==> src/rtl/gate_identifier.sv <==
// Sweeps the four {a,b} input vectors through a 2-input gate, samples its response and decodes the truth table.
// Optional macro GATE_ID_REPEAT_EN: sweep twice and flag a pass-to-pass mismatch on `unstable`.
module gate_identifier #(
  parameter int unsigned SETTLE_CYCLES = 2,
  parameter int unsigned CNT_W         = 8
) (
  input  logic       clk,
  input  logic       rst,
  input  logic       start,
  input  logic       resp,
  output logic       stim_a,
  output logic       stim_b,
  output logic       busy,
  output logic       done,
  output logic [3:0] truth_table,
  output logic [3:0] gate_code,
  output logic       valid_gate,
  output logic       unstable
);

`ifdef GATE_ID_REPEAT_EN
  localparam int unsigned NUM_VEC = 8;
`else
  localparam int unsigned NUM_VEC = 4;
`endif
  localparam int unsigned IDX_W = $clog2(NUM_VEC);
  localparam logic [CNT_W-1:0] SETTLE_MAX = CNT_W'(SETTLE_CYCLES);
  localparam logic [IDX_W-1:0] LAST_IDX   = IDX_W'(NUM_VEC - 1);

  typedef enum logic [1:0] {
    IDLE,
    DRIVE,
    DONE
  } state_e;

  function automatic logic [3:0] decode(input logic [3:0] tt);
    logic [3:0] code;
    case (tt)
      4'h8:    code = 4'd1;   // AND
      4'hE:    code = 4'd2;   // OR
      4'h7:    code = 4'd3;   // NAND
      4'h1:    code = 4'd4;   // NOR
      4'h6:    code = 4'd5;   // XOR
      4'h9:    code = 4'd6;   // XNOR
      4'h3:    code = 4'd7;   // NOT_A
      4'h5:    code = 4'd8;   // NOT_B
      4'hC:    code = 4'd9;   // BUF_A
      4'hA:    code = 4'd10;  // BUF_B
      4'h0:    code = 4'd11;  // CONST0
      4'hF:    code = 4'd12;  // CONST1
      default: code = 4'd0;   // UNKNOWN
    endcase
    return code;
  endfunction

  state_e           state_q, state_d;
  logic [IDX_W-1:0] idx_q, idx_d;
  logic [CNT_W-1:0] cnt_q, cnt_d;
  logic [3:0]       pass1_q, pass1_d;
  logic [1:0]       stim_q, stim_d;
  logic             busy_q, busy_d;
  logic             done_q, done_d;
  logic [3:0]       tt_q, tt_d;
  logic [3:0]       code_q, code_d;
  logic             valid_q, valid_d;
`ifdef GATE_ID_REPEAT_EN
  logic [3:0]       pass2_q, pass2_d;
  logic             unstable_q, unstable_d;
`endif

  // NOTE: every signal assigned below gets a default first, so no path can leave one unassigned and infer a latch.
  always_comb begin
    state_d = state_q;
    idx_d   = idx_q;
    cnt_d   = cnt_q;
    pass1_d = pass1_q;
    stim_d  = 2'b00;
    busy_d  = 1'b0;
    done_d  = 1'b0;
    tt_d    = tt_q;
    code_d  = code_q;
    valid_d = valid_q;
`ifdef GATE_ID_REPEAT_EN
    pass2_d    = pass2_q;
    unstable_d = unstable_q;
`endif

    unique case (state_q)
      IDLE: begin
        if (start) begin
          state_d = DRIVE;
          idx_d   = '0;
          cnt_d   = '0;
          busy_d  = 1'b1;
        end
      end

      DRIVE: begin
        busy_d = 1'b1;
        stim_d = idx_q[1:0];
        if (cnt_q == SETTLE_MAX) begin
          // Last hold cycle of this vector: capture resp and move on.
          cnt_d = '0;
`ifdef GATE_ID_REPEAT_EN
          if (idx_q[2]) pass2_d[idx_q[1:0]] = resp;
          else          pass1_d[idx_q[1:0]] = resp;
`else
          pass1_d[idx_q[1:0]] = resp;
`endif
          if (idx_q == LAST_IDX) begin
            state_d = DONE;
            busy_d  = 1'b0;
            done_d  = 1'b1;
            stim_d  = 2'b00;
            tt_d    = pass1_d;
`ifdef GATE_ID_REPEAT_EN
            unstable_d = (pass2_d != pass1_d);
            code_d     = unstable_d ? 4'd0 : decode(pass1_d);
`else
            code_d     = decode(pass1_d);
`endif
            valid_d = (code_d >= 4'd1) && (code_d <= 4'd8);
          end else begin
            idx_d  = idx_q + IDX_W'(1);
            stim_d = idx_d[1:0];
          end
        end else begin
          cnt_d = cnt_q + CNT_W'(1);
        end
      end

      DONE: state_d = IDLE;

      default: state_d = IDLE;
    endcase
  end

  // NOTE: state registers use non-blocking assignments only; the shadow bits are reset too so a fresh sweep never sees stale samples.
  always_ff @(posedge clk or posedge rst) begin
    if (rst) begin
      state_q <= IDLE;
      idx_q   <= '0;
      cnt_q   <= '0;
      pass1_q <= '0;
      stim_q  <= 2'b00;
      busy_q  <= 1'b0;
      done_q  <= 1'b0;
      tt_q    <= '0;
      code_q  <= '0;
      valid_q <= 1'b0;
`ifdef GATE_ID_REPEAT_EN
      pass2_q    <= '0;
      unstable_q <= 1'b0;
`endif
    end else begin
      state_q <= state_d;
      idx_q   <= idx_d;
      cnt_q   <= cnt_d;
      pass1_q <= pass1_d;
      stim_q  <= stim_d;
      busy_q  <= busy_d;
      done_q  <= done_d;
      tt_q    <= tt_d;
      code_q  <= code_d;
      valid_q <= valid_d;
`ifdef GATE_ID_REPEAT_EN
      pass2_q    <= pass2_d;
      unstable_q <= unstable_d;
`endif
    end
  end

  assign stim_a      = stim_q[1];
  assign stim_b      = stim_q[0];
  assign busy        = busy_q;
  assign done        = done_q;
  assign truth_table = tt_q;
  assign gate_code   = code_q;
  assign valid_gate  = valid_q;
`ifdef GATE_ID_REPEAT_EN
  assign unstable    = unstable_q;
`else
  assign unstable    = 1'b0;
`endif

endmodule
==> config.mk <==
export PLATFORM = sky130hd
export DESIGN_NAME = gate_identifier
export DESIGN_NICKNAME = d
export VERILOG_FILES = /design/src/rtl/gate_identifier.sv
export SDC_FILE = /design/constraint.sdc
export NUM_CORES = 1
export LEC_CHECK = 0
export BUFFER_PORTS_ARGS = -buffer_cell sky130_fd_sc_hd__buf_2
export CORE_MARGIN = 5
export CORE_UTILIZATION = 45
export CTS_BUF_LIST = sky130_fd_sc_hd__clkbuf_16
export DETAILED_ROUTE_END_ITERATION = 10
export PLACE_DENSITY = 0.74
export SYNTH_ARGS = -nofsm -noshare
export SYNTH_HDL_FRONTEND = slang
export SYNTH_SLANG_ARGS = --single-unit
==> constraint.sdc <==
create_clock -name clk -period 3.1 [get_ports clk]
set_input_delay 0.31 -clock clk [delete_from_list [all_inputs] [get_ports clk]]
set_output_delay 0.31 -clock clk [all_outputs]
set_load 0.05 [all_outputs]
==> out/qor.csv, run 1 <==
metric;value;unit
Die W;68.7;um
drt total wl;3020;um
Post-synth EDFFs;0;
Req. time, crit path;3300;ps
fin crit share;0.913;
gr usage total;0.152;
HP Class;in2async;
status;finished clean;
Tot Pwr;2110;uW
Cell Area, Placed;0.00166;sq mm
critical path class;reg2reg;
sequential share of the synthesized area;0.468;
WL per Instance;13.5;um
# rows;21;
largest net degree at the start of global routing;30;
cell taking the most area after synthesis;dfrtp_1;
Power Dens Cells;1170;mW/mm^2
CTS tree;yes;
fin area;0.00181;sq mm
syn avg cell area;9.93;sq um
vias per inst;5.17;
Syn Std Cell Area;0.00155;sq mm
final hold vios;0;
drt drc;0;
# IOs;18;
Die ar.;0.00472;sq mm
max-cap viol count;0;
cell count after placement;215;
Fin Clk Skew;6.33;ps
synthesized netlist cell count;156;
area share of the largest cell type after synthesis;0.468;
final worst path period need;2830;ps
fmax;353;MHz
DR vias;1154;
initial drt markers;57;
peak supply drop;0.000413;V
worst rel slew slack;0.288;
initial antenna violation count;0;
CTS buffer count;5;
Max clock buf depth;2;
first-pass GRT wire length;5140;um
Starting Density;0.464;
Startpoint Class;flip-flop;
CP Max Fanout;6;
Pins Over Slew Limit;0;
# port buffers;16;
Synth area leaders;dfrtp_1 47%, ha_1 8.9%, nand2_1 6.8%, o21ai_1 5.5%, mux2i_1 5.2%;
ys async rst share;1.00;
htree depth;2;
Worst-Skew Late Latency;270;ps
RSZ-0062 raised after global routing;no;
Lkg Pwr;0.000880;uW
Setup TNS Final;0;ps
Reg clk slew, reported paths;50;ps
post_cts resized;0;
NumNets Final;191;
Synthesized Nets;171;
core area;0.00334;sq mm
die height;68.7;um
Clock Sinks;29;
CP endpoint kind;flip-flop;
Post-CTS Setup Repair Bufs;0;
yosys warns;0;
Synth cell types;40;
antenna cells;0;
actual slew at the worst max-slew pin;1070;ps
Final ANT Viol Nets;0;
hold buffers post-CTS;0;
layout cells sized above 1;0.186;
FF+latch count, synth;29;
Congestion Overflow GR;0;
Post-DP HPWL;2220;um
Data arrival, critical path;3030;ps
vias in the first global route;1154;
Non-Filler Instances;223;
Core Util, Final;0.541;
RePlAce Congestion;0.802;
Final setup viols;0;
clk root buf;clkbuf_16;
drt first pass iters;4;
commonest register cell after synthesis;dfrtp_1;
Syn-to-layout area delta;16.6;%
[worst paths after layout]
path | cells after the start | slack [ps] | startpoint | end
worst max-delay path | 8 | 270 | idx_q[0] | valid_gate
worst min-delay path | 2 | 300 | rst | state_q[1]
worst max register to register | 8 | 270 | idx_q[0] | valid_gate
worst min register to register | 2 | 460 | truth_table[2] | truth_table[2]
max in group asynchronous | 2 | 2160 | rst | busy
min in group clk | 2 | 460 | truth_table[2] | truth_table[2]
[power by group]
group | internal (uW) | switching (uW) | leakage (uW)
Sequential | 520 | 114 | 0.000343
Combinational | 364 | 663 | 0.000462
Clock | 290 | 156 | 0.0000748
[critical path, cell delays in order, from the launching register on]
cell	delay [ps]
dfrtp_1	440
inv_1	110
ha_1	170
mux2i_1	500
inv_1	170
ha_1	260
mux4_2	510
or4_1	490
nand3_1	100
[sequential cells by signal, indices dropped and copies added (netlist names)]
signal,cells
pass1_q,4
state_q,2
busy,1
gate_code,4
truth_table,4
cnt_q,8
idx_q,2
valid_gate,1
stim_q,2
done,1
[routing by layer]
metal / part of all wire / vias to the layer above / track usage
li1: - / 582 / -
met1: 0.44 / 548 / 0.170
met2: 0.49 / 17 / 0.240
met3: 0.049 / 7 / 0.0486
met4: 0.024 / 0 / 0.114
met5: 0 / - / 0
[cells in the mapped netlist (2+ instances only)]
cell,instances
inv_1,11
nor2b_1,2
o21ai_1,17
a21o_1,3
dfrtp_1,29
nor2_1,4
nand2_1,28
ha_1,11
and3_1,2
mux2i_1,8
o21ai_0,3
nand3_1,3
a21oi_1,3
or4_1,3
nand4_1,3
or2_2,2
[kinds of logic after synthesis]
logic type	after synthesis	share of synthesized area
xor+xnor	1	0.00566
other cells	1	0.00242
compound gates	34	0.131
mux	12	0.0921
simple gates	53	0.168
buf+inv	15	0.0436
flops	29	0.469
fa+ha+maj	11	0.0889
[area by class of cell]
class / count / area (sq um)
Clock buffer: 5 / 125
Timing Repair Buffer: 16 / 80.1
Multi-Input combinational cell: 112 / 759
Tap cell: 46 / 57.6
Fill cell: 313 / 1530
Sequential cell: 29 / 726
Inverter: 12 / 45.0
Clock inverter: 3 / 13.8
[cells in the final DEF (no fill, tap or decap), types with 2 or more instances in the layout]
cell / synthesis / routed
mux2i_1: 8 / 7
nor2_1: 4 / 4
or4_1: 3 / 3
inv_1: 11 / 12
and3_1: 2 / 2
o21ai_0: 3 / 3
a21o_1: 3 / 3
dfrtp_1: 29 / 29
o21ai_1: 17 / 17
nand2_1: 28 / 28
nor2b_1: 2 / 2
mux2i_2: 1 / 2
buf_2: 0 / 16
or2_2: 2 / 2
nand4_1: 3 / 3
clkinv_2: 0 / 2
nand3_1: 3 / 3
ha_1: 11 / 11
a21oi_1: 3 / 3
clkbuf_16: 0 / 5
[through the flow]
step	hold WS, ps	setup WS, ps
CTS	344	206
global route	419	127
floorplan	388	547
detailed placement	452	230
global placement	446	417
finish	296	269
No activity file was read; power rests on OpenSTA's default activity.
==> inputs of run 2 (changes only) <==
--- a/config.mk
+++ b/config.mk
@@ -5,6 +5,7 @@
 export SDC_FILE = /design/constraint.sdc
 export NUM_CORES = 1
 export LEC_CHECK = 0
+export ABC_AREA = 0
 export BUFFER_PORTS_ARGS = -buffer_cell sky130_fd_sc_hd__buf_2
 export CORE_MARGIN = 5
 export CORE_UTILIZATION = 45
==> constraint.sdc (replaced) <==
create_clock -name clk -period 3.4 [get_ports clk]
set_input_delay 0.34 -clock clk [delete_from_list [all_inputs] [get_ports clk]]
set_output_delay 0.34 -clock clk [all_outputs]
set_load 0.05 [all_outputs]
==> run 2 against run 1 <==
Compared with the run above: count of clock-buffer cells in the layout unchanged; core utilization decreased by 0.11 points; critical endpoint unchanged; sequential share of layout area increased by 0.084 points; largest power group unchanged; global-route usage unchanged; largest cell class unchanged; cell count unchanged; fmax decreased by 2.0%; clock skew about the same; non-clock buffer count unchanged; combinational power decreased by 9.7%; highest routed layer unchanged; worst setup slack improved by 240 ps.
==> out/qor.csv, run 2 (synthesis gave the netlist of run 1 again) <==
metric;value;unit;change
Lkg Pwr;0.000880;uW;about the same
Data arrival, critical path;3090;ps;+60 ps
Final ANT Viol Nets;0;;unchanged
Pins Over Slew Limit;0;;unchanged
Int Power;1070;uW;-9.2%
Congestion Overflow GR;0;;unchanged
Die W;68.7;um;unchanged
CP max stage cell;or4_1;;
worst rel slew slack;0.296;;+0.00757
Setup TNS Final;0;ps;unchanged
cell family with most CP delay;simple AND/OR/NAND/NOR gates;;
# IOs;18;;unchanged
layout cells sized above 1;0.181;;-0.00565
die height;68.7;um;unchanged
drt drc;0;;unchanged
status;finished clean;;
final hold vios;0;;unchanged
drt first pass iters;4;;unchanged
Final setup viols;0;;unchanged
Max clock buf depth;2;;unchanged
most frequent CP cell;inv_1;;
core area;0.00334;sq mm;unchanged
CP endpoint kind;flip-flop;;
peak supply drop;0.000377;V;-8.8%
Req. time, crit path;3600;ps;+300 ps
RSZ-0062 raised after global routing;no;;
Post-CTS Setup Repair Bufs;0;;unchanged
Comb pwr share;0.486;;-0.002
antenna cells;0;;unchanged
register share of total power;0.302;;about the same
crit-path max cell delay;530;ps;+20 ps
vias in the first global route;1154;;unchanged
HP Class;in2async;;
Post-DP HPWL;2220;um;unchanged
fin crit share;0.850;;-0.0633
Cell Area, Placed;0.00166;sq mm;unchanged
Clk pwr share;0.213;;+0.002
max FFs per register;8;;unchanged
Fin Clk Skew;6.31;ps;-0.0208 ps
htree depth;2;;unchanged
CP cell instances;inv_1, ha_1, mux2i_1, inv_1, ha_1, inv_1, mux2i_1, a211o_1, or4_1, nand3_1;;
fin area;0.00180;sq mm;-0.21%
Power Dens Cells;1060;mW/mm^2;-8.9%
clk root buf;clkbuf_16;;
RePlAce Congestion;0.802;;unchanged
final worst path period need;2890;ps;+58.7 ps
CP Max Fanout;7;;+1
largest net degree at the start of global routing;30;;unchanged
fmax;346;MHz;-2.0%
# rows;21;;unchanged
first-pass GRT wire length;5140;um;unchanged
commonest non-fill, non-tap cell in the layout;dfrtp_1;;
critical path class;reg2reg;;
r2r setup slk;510;ps;+240 ps
drt total wl;3010;um;-0.40%
Starting Density;0.464;;unchanged
register area;726;sq um;unchanged
multi-input logic area;756;sq um;-0.49%
Worst-Skew Late Latency;270;ps;about the same
Switching Share;0.443;;about the same
WL per Instance;13.5;um;-0.40%
Syn-to-layout area delta;16.4;%;
initial antenna violation count;0;;unchanged
NumNets Final;191;;unchanged
CTS buffer count;5;;unchanged
DR vias;1156;;+0.17%
# port buffers;16;;unchanged
FILL cells;313;;unchanged
gr usage total;0.152;;unchanged
max-cap viol count;0;;unchanged
actual slew at the worst max-slew pin;1050;ps;-11.3 ps
Startpoint Class;flip-flop;;
Reg clk slew, reported paths;50;ps;about the same
Clock Sinks;29;;unchanged
CTS tree;yes;;
Tot Pwr;1920;uW;-9.1%
vias per inst;5.18;;+0.17%
initial drt markers;64;;+12%
Top reg by flops;cnt_q;;
commonest cells after routing, fill and taps aside;29 x dfrtp_1, 28 x nand2_1, 17 x o21ai_1, 16 x buf_2, 12 x inv_1;;
Die ar.;0.00472;sq mm;unchanged
sw power;849;uW;-9.1%
Buf/Inv on CP;3;;+1
hold buffers post-CTS;0;;unchanged
post_cts resized;0;;unchanged
-- run 2: path summary, 6_finish.rpt --
check	startpoint	cells past startpoint	end
max reg2reg	idx_q[1]	10	valid_gate
min reg2reg	truth_table[2]	2	truth_table[2]
max	idx_q[1]	10	valid_gate
min in group clk	truth_table[2]	2	truth_table[2]
max in group asynchronous	rst	2	valid_gate
min	rst	2	state_q[1]
-- run 2: area by class of cell --
cell class / count / area share
flip-flops and latches: 29 / 0.402
repair buffers: 16 / 0.0444
well taps: 46 / 0.0319
multi-input cells: 112 / 0.419
clock inverters: 3 / 0.00763
clock buffers: 5 / 0.0694
inverters: 12 / 0.0250
-- run 2: through the flow --
step / hold slack, ps / std cells / utilization / setup WS (ps)
after floorplan: 418 / 156 / - / 847
after global placement: 446 / 215 / 0.499 / 717
after detailed placement: 452 / 215 / 0.499 / 530
after CTS: 374 / 223 / 0.540 / 506
after global routing: 449 / 223 / 0.540 / 297
final: 322 / 223 / 0.540 / 510
-- run 2: routing by layer --
metal,GRT usage,up-vias,wire (um)
li1,-,583,-
met1,0.170,549,1280
met2,0.240,17,1500
met3,0.0486,7,152
met4,0.114,0,75
met5,0,-,0
-- run 2: power groups by stage --
stage | Sequential [uW] | Clock, uW | Combinational, uW
6_report | 577 | 408 | 930
5_1_grt | 598 | 434 | 1030
4_1_cts | 578 | 417 | 941
3_5_place_dp | 582 | 0 | 940
3_3_place_gp | 572 | 0 | 888
2_1_floorplan | 741 | 0 | 577
